**src/rtl/matmul_pkg.sv**
```systemverilog
// Shared definitions for the matrix-multiply engine: issue FSM states and the mode-bit layout.
package matmul_pkg;

    typedef enum logic [2:0] {
        S_IDLE     = 3'd0,
        S_RD_C     = 3'd1,
        S_RD_AB    = 3'd2,
        S_WAIT_ACC = 3'd3,
        S_WR_C     = 3'd4,
        S_DONE     = 3'd5
    } state_t;

    typedef struct packed {
        logic sgn;  // operands and seed are two's complement
        logic bt;   // B held transposed in memory
        logic acc;  // accumulate onto existing C
    } mode_t;

endpackage

```
**src/rtl/matmul_mac.sv**
```systemverilog
// Pairs returned read beats (optional C seed, then A/B) and accumulates the products for one C element.
// Captures one beat per cycle with no backpressure; results are valid once o_seed_ok and o_pairs reach K.
module matmul_mac
    import matmul_pkg::*;
#(
    parameter int MEM_DW   = 32,
    parameter int PREC     = 16,
    parameter int ACC_W    = 40,
    parameter int DIM_BITS = 16
) (
    input  logic                clk,
    input  logic                rst,
    input  logic                i_clr,
    input  logic                i_seed,
    input  logic                i_sgn,
    input  logic                i_active,
    input  logic                i_rdata_vld,
    input  logic [MEM_DW-1:0]   i_rdata,
    output logic                o_seed_ok,
    output logic [DIM_BITS-1:0] o_pairs,
    output logic [MEM_DW-1:0]   o_wdata
);

    logic [ACC_W-1:0]      r_acc;
    logic [PREC-1:0]       r_a_op;
    logic [DIM_BITS-1:0]   r_pairs;
    logic                  r_need_seed;
    logic                  r_beat_b;

    logic signed [PREC:0]     w_a_ext;
    logic signed [PREC:0]     w_b_ext;
    logic signed [2*PREC+1:0] w_prod;
    logic signed [MEM_DW:0]   w_seed_ext;
    logic [ACC_W-1:0]         w_prod_acc;
    logic [ACC_W-1:0]         w_seed;

    // One extra bit per operand lets a single signed multiplier serve both modes.
    assign w_a_ext    = {i_sgn & r_a_op[PREC-1], r_a_op};
    assign w_b_ext    = {i_sgn & i_rdata[PREC-1], i_rdata[PREC-1:0]};
    assign w_prod     = w_a_ext * w_b_ext;
    assign w_prod_acc = ACC_W'(w_prod);
    assign w_seed_ext = {i_sgn & i_rdata[MEM_DW-1], i_rdata};
    assign w_seed     = ACC_W'(w_seed_ext);

    always_ff @(posedge clk or posedge rst) begin
        if (rst) begin
            r_acc       <= '0;
            r_a_op      <= '0;
            r_pairs     <= '0;
            r_need_seed <= 1'b0;
            r_beat_b    <= 1'b0;
        end else if (i_clr) begin
            r_acc       <= '0;
            r_pairs     <= '0;
            r_need_seed <= i_seed;
            r_beat_b    <= 1'b0;
        end else if (i_active && i_rdata_vld) begin
            if (r_need_seed) begin
                r_acc       <= w_seed;
                r_need_seed <= 1'b0;
            end else if (!r_beat_b) begin
                r_a_op   <= i_rdata[PREC-1:0];
                r_beat_b <= 1'b1;
            end else begin
                r_acc    <= r_acc + w_prod_acc;
                r_pairs  <= r_pairs + DIM_BITS'(1);
                r_beat_b <= 1'b0;
            end
        end
    end

    assign o_seed_ok = !r_need_seed && !r_beat_b;
    assign o_pairs   = r_pairs;

    generate
        if (ACC_W >= MEM_DW) begin : g_wd_trunc
            assign o_wdata = r_acc[MEM_DW-1:0];
        end else begin : g_wd_zext
            assign o_wdata = {{(MEM_DW-ACC_W){1'b0}}, r_acc};
        end
    endgenerate

endmodule

```
**src/rtl/matmul_gen.sv**
```systemverilog
// Memory-driven C = [C +] A*B engine: issue FSM and incremental address generation around matmul_mac.
// One request in flight at the interface; a request holds until granted, sm_ena low stalls new issue only.
module matmul_gen
    import matmul_pkg::*;
#(
    parameter int MEM_AW   = 16,
    parameter int MEM_DW   = 32,
    parameter int DIM_BITS = 16,
    parameter int PREC     = 16,
    parameter int ACC_W    = 40
) (
    input  logic                clk,
    input  logic                rst,
    input  logic                go,
    input  logic                sm_ena,
    input  logic                mode_signed,
    input  logic                mode_bt,
    input  logic                mode_acc,
    input  logic [MEM_AW-1:0]   aBASE,
    input  logic [MEM_AW-1:0]   bBASE,
    input  logic [MEM_AW-1:0]   cBASE,
    input  logic [DIM_BITS-1:0] aSTRIDE,
    input  logic [DIM_BITS-1:0] bSTRIDE,
    input  logic [DIM_BITS-1:0] cSTRIDE,
    input  logic [DIM_BITS-1:0] dimM,
    input  logic [DIM_BITS-1:0] dimN,
    input  logic [DIM_BITS-1:0] dimK,
    output logic                mem_req,
    output logic                mem_write,
    output logic [MEM_AW-1:0]   mem_addr,
    output logic [MEM_DW-1:0]   mem_wdata,
    input  logic                mem_gnt,
    input  logic                mem_rdata_vld,
    input  logic [MEM_DW-1:0]   mem_rdata,
    output logic                busy,
    output logic                done
);

    state_t                r_state, w_state_nxt;
    mode_t                 r_mode;
    logic [DIM_BITS-1:0]   r_dim_m, r_dim_n, r_dim_k;
    logic [DIM_BITS-1:0]   r_i, r_j, r_k;
    logic [MEM_AW-1:0]     r_a_stride, r_b_stride, r_c_stride, r_b_base;
    logic [MEM_AW-1:0]     r_a_row, r_a_addr, r_b_col, r_b_addr, r_c_row, r_c_addr;
    logic                  r_sel_b, r_pend, r_zero;

    logic                  w_want, w_wr, w_gnt, w_start, w_clr, w_seed_ok, w_mac_done;
    logic                  w_last_i, w_last_j, w_last_k;
    logic [MEM_AW-1:0]     w_addr, w_b_kstep, w_b_jstep;
    logic [DIM_BITS-1:0]   w_pairs;
    logic [MEM_DW-1:0]     w_wdata;

    assign w_start    = (r_state == S_IDLE) && go && sm_ena;
    assign w_gnt      = mem_req && mem_gnt;
    assign w_last_i   = (r_i == r_dim_m - DIM_BITS'(1));
    assign w_last_j   = (r_j == r_dim_n - DIM_BITS'(1));
    assign w_last_k   = (r_k == r_dim_k - DIM_BITS'(1));
    assign w_b_kstep  = r_mode.bt ? MEM_AW'(1) : r_b_stride;
    assign w_b_jstep  = r_mode.bt ? r_b_stride : MEM_AW'(1);
    assign w_mac_done = w_seed_ok && (w_pairs == r_dim_k);
    assign w_clr      = w_start || (w_gnt && (r_state == S_WR_C));

    // Request content depends only on registered state so it stays put while stalled.
    always_comb begin
        w_want = 1'b0;
        w_wr   = 1'b0;
        w_addr = '0;
        case (r_state)
            S_RD_C: begin
                w_want = !r_zero && r_mode.acc;
                w_addr = r_c_addr;
            end
            S_RD_AB: begin
                w_want = (r_dim_k != '0);
                w_addr = r_sel_b ? r_b_addr : r_a_addr;
            end
            S_WR_C: begin
                w_want = 1'b1;
                w_wr   = 1'b1;
                w_addr = r_c_addr;
            end
            default: ;
        endcase
    end

    always_comb begin
        w_state_nxt = r_state;
        case (r_state)
            S_IDLE:     if (w_start) w_state_nxt = S_RD_C;
            S_RD_C: begin
                if (r_zero)             w_state_nxt = S_DONE;
                else if (!r_mode.acc)   w_state_nxt = S_RD_AB;
                else if (w_gnt)         w_state_nxt = S_RD_AB;
            end
            S_RD_AB: begin
                if (r_dim_k == '0)                  w_state_nxt = S_WAIT_ACC;
                else if (w_gnt && r_sel_b && w_last_k) w_state_nxt = S_WAIT_ACC;
            end
            S_WAIT_ACC: if (w_mac_done) w_state_nxt = S_WR_C;
            S_WR_C: begin
                if (w_gnt) begin
                    if (w_last_i && w_last_j) w_state_nxt = S_DONE;
                    else                      w_state_nxt = r_mode.acc ? S_RD_C : S_RD_AB;
                end
            end
            S_DONE:     w_state_nxt = S_IDLE;
            default:    w_state_nxt = S_IDLE;
        endcase
        if (!sm_ena && !w_gnt) w_state_nxt = r_state;
    end

    always_ff @(posedge clk or posedge rst) begin
        if (rst) r_state <= S_IDLE;
        else     r_state <= w_state_nxt;
    end

    always_ff @(posedge clk or posedge rst) begin
        if (rst) begin
            r_mode     <= '0;
            r_dim_m    <= '0;
            r_dim_n    <= '0;
            r_dim_k    <= '0;
            r_i        <= '0;
            r_j        <= '0;
            r_k        <= '0;
            r_a_stride <= '0;
            r_b_stride <= '0;
            r_c_stride <= '0;
            r_b_base   <= '0;
            r_a_row    <= '0;
            r_a_addr   <= '0;
            r_b_col    <= '0;
            r_b_addr   <= '0;
            r_c_row    <= '0;
            r_c_addr   <= '0;
            r_sel_b    <= 1'b0;
            r_pend     <= 1'b0;
            r_zero     <= 1'b0;
        end else begin
            r_pend <= mem_req && !mem_gnt;
            if (w_start) begin
                r_mode     <= '{sgn: mode_signed, bt: mode_bt, acc: mode_acc};
                r_dim_m    <= dimM;
                r_dim_n    <= dimN;
                r_dim_k    <= dimK;
                r_zero     <= (dimM == '0) || (dimN == '0);
                r_a_stride <= MEM_AW'(aSTRIDE);
                r_b_stride <= MEM_AW'(bSTRIDE);
                r_c_stride <= MEM_AW'(cSTRIDE);
                r_b_base   <= bBASE;
                r_a_row    <= aBASE;
                r_a_addr   <= aBASE;
                r_b_col    <= bBASE;
                r_b_addr   <= bBASE;
                r_c_row    <= cBASE;
                r_c_addr   <= cBASE;
                r_i        <= '0;
                r_j        <= '0;
                r_k        <= '0;
                r_sel_b    <= 1'b0;
            end
            if (w_gnt && (r_state == S_RD_AB)) begin
                r_sel_b <= !r_sel_b;
                if (r_sel_b) begin
                    r_k      <= r_k + DIM_BITS'(1);
                    r_a_addr <= r_a_addr + MEM_AW'(1);
                    r_b_addr <= r_b_addr + w_b_kstep;
                end
            end
            // Step to the next C element: j inner, i outer; A/B pointers rewind to row/column starts.
            if (w_gnt && (r_state == S_WR_C)) begin
                r_k     <= '0;
                r_sel_b <= 1'b0;
                if (w_last_j) begin
                    r_j      <= '0;
                    r_i      <= r_i + DIM_BITS'(1);
                    r_a_row  <= r_a_row + r_a_stride;
                    r_a_addr <= r_a_row + r_a_stride;
                    r_c_row  <= r_c_row + r_c_stride;
                    r_c_addr <= r_c_row + r_c_stride;
                    r_b_col  <= r_b_base;
                    r_b_addr <= r_b_base;
                end else begin
                    r_j      <= r_j + DIM_BITS'(1);
                    r_a_addr <= r_a_row;
                    r_c_addr <= r_c_addr + MEM_AW'(1);
                    r_b_col  <= r_b_col + w_b_jstep;
                    r_b_addr <= r_b_col + w_b_jstep;
                end
            end
        end
    end

    matmul_mac #(
        .MEM_DW   (MEM_DW),
        .PREC     (PREC),
        .ACC_W    (ACC_W),
        .DIM_BITS (DIM_BITS)
    ) u_mac (
        .clk         (clk),
        .rst         (rst),
        .i_clr       (w_clr),
        .i_seed      (w_start ? mode_acc : r_mode.acc),
        .i_sgn       (r_mode.sgn),
        .i_active    (r_state != S_IDLE),
        .i_rdata_vld (mem_rdata_vld),
        .i_rdata     (mem_rdata),
        .o_seed_ok   (w_seed_ok),
        .o_pairs     (w_pairs),
        .o_wdata     (w_wdata)
    );

    assign mem_req   = w_want && (sm_ena || r_pend);
    assign mem_write = mem_req && w_wr;
    assign mem_addr  = mem_req ? w_addr : '0;
    assign mem_wdata = (mem_req && w_wr) ? w_wdata : '0;
    assign busy      = (r_state != S_IDLE) && (r_state != S_DONE);
    assign done      = (r_state == S_DONE);

endmodule

```
**config.mk**
```make
export PLATFORM = sky130hd
export DESIGN_NAME = matmul_gen
export DESIGN_NICKNAME = d
export VERILOG_FILES = /design/src/rtl/matmul_pkg.sv /design/src/rtl/matmul_mac.sv /design/src/rtl/matmul_gen.sv
export SDC_FILE = /design/constraint.sdc
export NUM_CORES = 2
export LEC_CHECK = 0
export CAP_MARGIN = 40
export CORE_MARGIN = 2
export CORE_UTILIZATION = 35
export CTS_BUF_LIST = sky130_fd_sc_hd__clkbuf_8
export DETAILED_ROUTE_END_ITERATION = 6
export PLACE_DENSITY_LB_ADDON = 0.3
export SLEW_MARGIN = 20
export SYNTH_ARGS = -nofsm -noshare
export SYNTH_HDL_FRONTEND = slang
export SYNTH_HIERARCHICAL = 1
export SYNTH_SLANG_ARGS = --single-unit
```
**constraint.sdc**
```tcl
create_clock -name clk -period 10.5 [get_ports clk]
set_clock_uncertainty 0.2 [all_clocks]
set_input_delay 2.1 -clock clk [delete_from_list [all_inputs] [get_ports clk]]
set_output_delay 2.1 -clock clk [all_outputs]
set_load 0.02 [all_outputs]
```
==> results by group <==
CTS
  • Clk sinks: 331
  • Clk pin slew, worst setup/hold paths: 0.06 ns
  • TritonCTS buffer count: 68
  • Root Driver: clkbuf_8
  • Htree depth: 3
  • Skew-Pair Late Insertion Delay: 0.68 ns
  • Resize count post-CTS: 0
  • Max Root-Sink Buffers: 3
  • CTS tree: done
  • Hold-fix buffers, CTS: 0
  • Post-CTS Setup Repair Bufs: 0

Worst setup path
  • Reg2reg setup slack: 1.95 ns
  • Critical Path Max Stage Delay: 0.85 ns
  • Reg2reg end: u_mac/r_acc[31]$_DFFE_PP0P_
  • WP data required: 10.86 ns
  • Worst Path Class, Setup: input port to flip-flop
  • Arr. time, crit path: 9.98 ns
  • Worst setup SP type: input port
  • Worst-case reg-to-reg path depth: 29
  • Start of the worst register-to-register path: u_mac/r_a_op[15]$_DFFE_PP0P_
  • Slowest cell on the critical path: clkdlybuf4s50_1
  • Worst Path Max Fanout: 15
  • Crit. End Element: flip-flop

Global routing
  • GR Overflow Total: 0
  • Vias in the first global route: 27,700
  • Largest net degree at the start of global routing: 184
  • First-pass GRT wire length: 154,000 um
  • Initial antenna violation count: 5
  • GRT Util Overall: 20.5%

Timing
  • Slew @ Worst Pin: 0.836 ns
  • Tmin final: 9.62 ns
  • Slew margin rel.: 44.2%
  • Final setup violation count: 0
  • Final period util: 91.6%
  • Final hold vios: 0
  • RSZ-0062 raised after global routing: no
  • Fmax: 104 MHz
  • Worst hold slack: 0.275 ns
  • Slew Limit Fails: 0
  • Setup tns final: 0 ns

Place
  • PortBufs: 236
  • Placed Instances: 5,107
  • Final HPWL DP: 72,100 um
  • Gpl congestion: 0.866

Yosys
  • Simple logic cell fraction of the synthesized area: 21.2%
  • Syn Nets: 4,414
  • #FFs+latches synth: 331
  • Sequential fraction of the synthesis area: 25.5%
  • Post-synth EDFFs: 0
  • Cells after Synth: 3,757
  • Synth async-reset ratio: 100%
  • Ranking of synthesized cells by area: dfrtp_1, fa_1, nand2_1
  • Yosys warnings: 6
  • Share of the synthesized area in the top cell type: 25.5%
  • Post-synthesis mux area share: 1.83%
  • Area share of fa/ha/maj cells after synthesis: 24.8%
  • Area leader, netlist: dfrtp_1
  • Synth Area in Compound Gates: 14.2%
  • Syn avg cell area: 8.65 sq um
  • Syn Std Cell Area: 0.0325 sq mm
  • Largest family of logic cells by synthesized area: adder cells
  • Distinct cells, synth: 101
  • Main synth FF type: dfrtp_1
  • Xor/xnor cell area share of the yosys netlist: 5.94%

Route
  • DR DRC count: 0
  • DR vias: 27,200
  • Detailed Routing Iterations Pass 1: 5
  • Vias per cell: 5.21
  • Starting DRC count in detailed routing: 1,660
  • Final wirelength: 95,500 um
  • ANT nets after route: 0
  • Avg WL per Cell: 18.3 um

Final layout
  • Most frequent cells in the layout: nand2_1, inv_1, dfrtp_1, fa_1, clkdlybuf4s50_1
  • Most common cell after layout, fill and taps aside: nand2_1
  • Largest register FFs: 32
  • Area Overhead vs Synth: 15.8%
  • Layout cells sized above 1: 6.52%
  • Fin cells: 5,229
  • Nets: 4,595
  • Biggest register: u_mac/r_acc
  • Filler cells: 9,277
  • Final standard cell utilization of the core: 41.0%

Worst hold path
  • Min-Delay Path Class: flip-flop to flip-flop
  • Hold depth: 2
  • Hold Startpoint: r_b_base[7]$_DFFE_PP0P_
  • Worst hold endpoint: r_b_base[7]$_DFFE_PP0P_

Run
  • # Max-Cap Violations: 0

Floorplanning
  • Starting Density: 35.4%
  • Top-level port count: 237
  • Chip height: 309 um
  • Row count: 111
  • Placeable Area: 0.0918 sq mm
  • Die width: 309 um
  • Die area: 0.0953 sq mm

Run status
  • Status: completed
cells by family (layout without fill, tap and decap cells):
logic type | Yosys count | in the layout
simple gates | 1444 | 1444
xor+xnor | 219 | 219
mux | 55 | 55
other cells | 0 | 1
flops | 331 | 331
fa+ha+maj | 472 | 472
compound gates | 698 | 698
buf+inv | 538 | 766
worst max path at each step:
stage / endpoint / depth (start not counted) / start / slack [ns]
after detailed placement: u_mac/r_acc[29]$_DFFE_PP0P_ / 29 / mem_rdata[4] / 0.23
after global routing: u_mac/r_acc[31]$_DFFE_PP0P_ / 28 / mem_rdata[7] / 0.34
after CTS: u_mac/r_acc[31]$_DFFE_PP0P_ / 29 / mem_rdata[4] / 0.94
final: u_mac/r_acc[31]$_DFFE_PP0P_ / 29 / mem_rdata[4] / 0.88
after global placement: u_mac/r_acc[29]$_DFFE_PP0P_ / 29 / mem_rdata[2] / 0.34
after floorplan: r_a_addr[0]$_DFF_PP0_ / 1 / rst / 0.90
synthesized netlist by cell type (7+ instances only):
library cell / count
nand4_1: 26
buf_1: 7
nor3_1: 52
o211ai_1: 36
xor2_1: 76
or3_1: 20
o31ai_1: 27
inv_1: 354
a21oi_1: 164
a22oi_1: 31
clkbuf_1: 147
buf_6: 7
nor2b_1: 35
a211oi_1: 27
mux2_2: 36
nand3b_1: 9
buf_2: 19
a21o_1: 50
fa_1: 287
or4_1: 7
o21a_1: 26
nand3_1: 63
xnor2_1: 142
o21ai_1: 7
o21bai_1: 13
nand2_1: 670
dfrtp_1: 331
nand2b_1: 24
and2_1: 199
ha_1: 185
or2_2: 19
nor3b_1: 14
nor4_1: 32
a31oi_1: 26
a221oi_1: 11
a22o_1: 16
nor2_1: 182
and3_1: 58
mux2i_1: 19
o21ai_0: 167
a221o_1: 11
a211o_1: 11
layer usage:
metal / routed length [um] / global-route usage, % / up-vias
met5: 20 / 0 / -
met4: 3500 / 7.93 / 2
met3: 4450 / 2.69 / 169
met2: 43700 / 33.0 / 668
met1: 43800 / 28.0 / 13400
li1: - / - / 12900
final cells by class:
cell class / count / area, sq um / share of cell area, %
multi-input combinational: 2888 / 22200 / 58.9
timing repair buffer: 294 / 2910 / 7.74
inverter: 355 / 1340 / 3.57
tap: 1243 / 1560 / 4.13
antenna: 1 / 2.50 / 0.00665
sequential: 331 / 8280 / 22.0
clock inverter: 33 / 223 / 0.592
clock buffer: 84 / 1160 / 3.07
worst max-delay path: cells and delay by family:
family,cells,cell delay [ns]
adders and majority gates,8,3.59
AOI/OAI and AO/OA,10,2.22
buffers and inverters,7,1.19
and+or+nand+nor,2,0.54
xor gates and xnor gates,2,0.33
through the flow:
step                      setup slack [ns]  instance area (sq um)
after CTS                            0.936                  37600
final                                0.878                  37600
after global routing                 0.342                  37600
after global placement               0.337                  36100
after floorplan                      0.903                  32500
after detailed placement             0.235                  36200
Power is left out: the tool's default activity adds up to more than one toggle a clock period on the data nets, which glitch-free logic cannot reach.
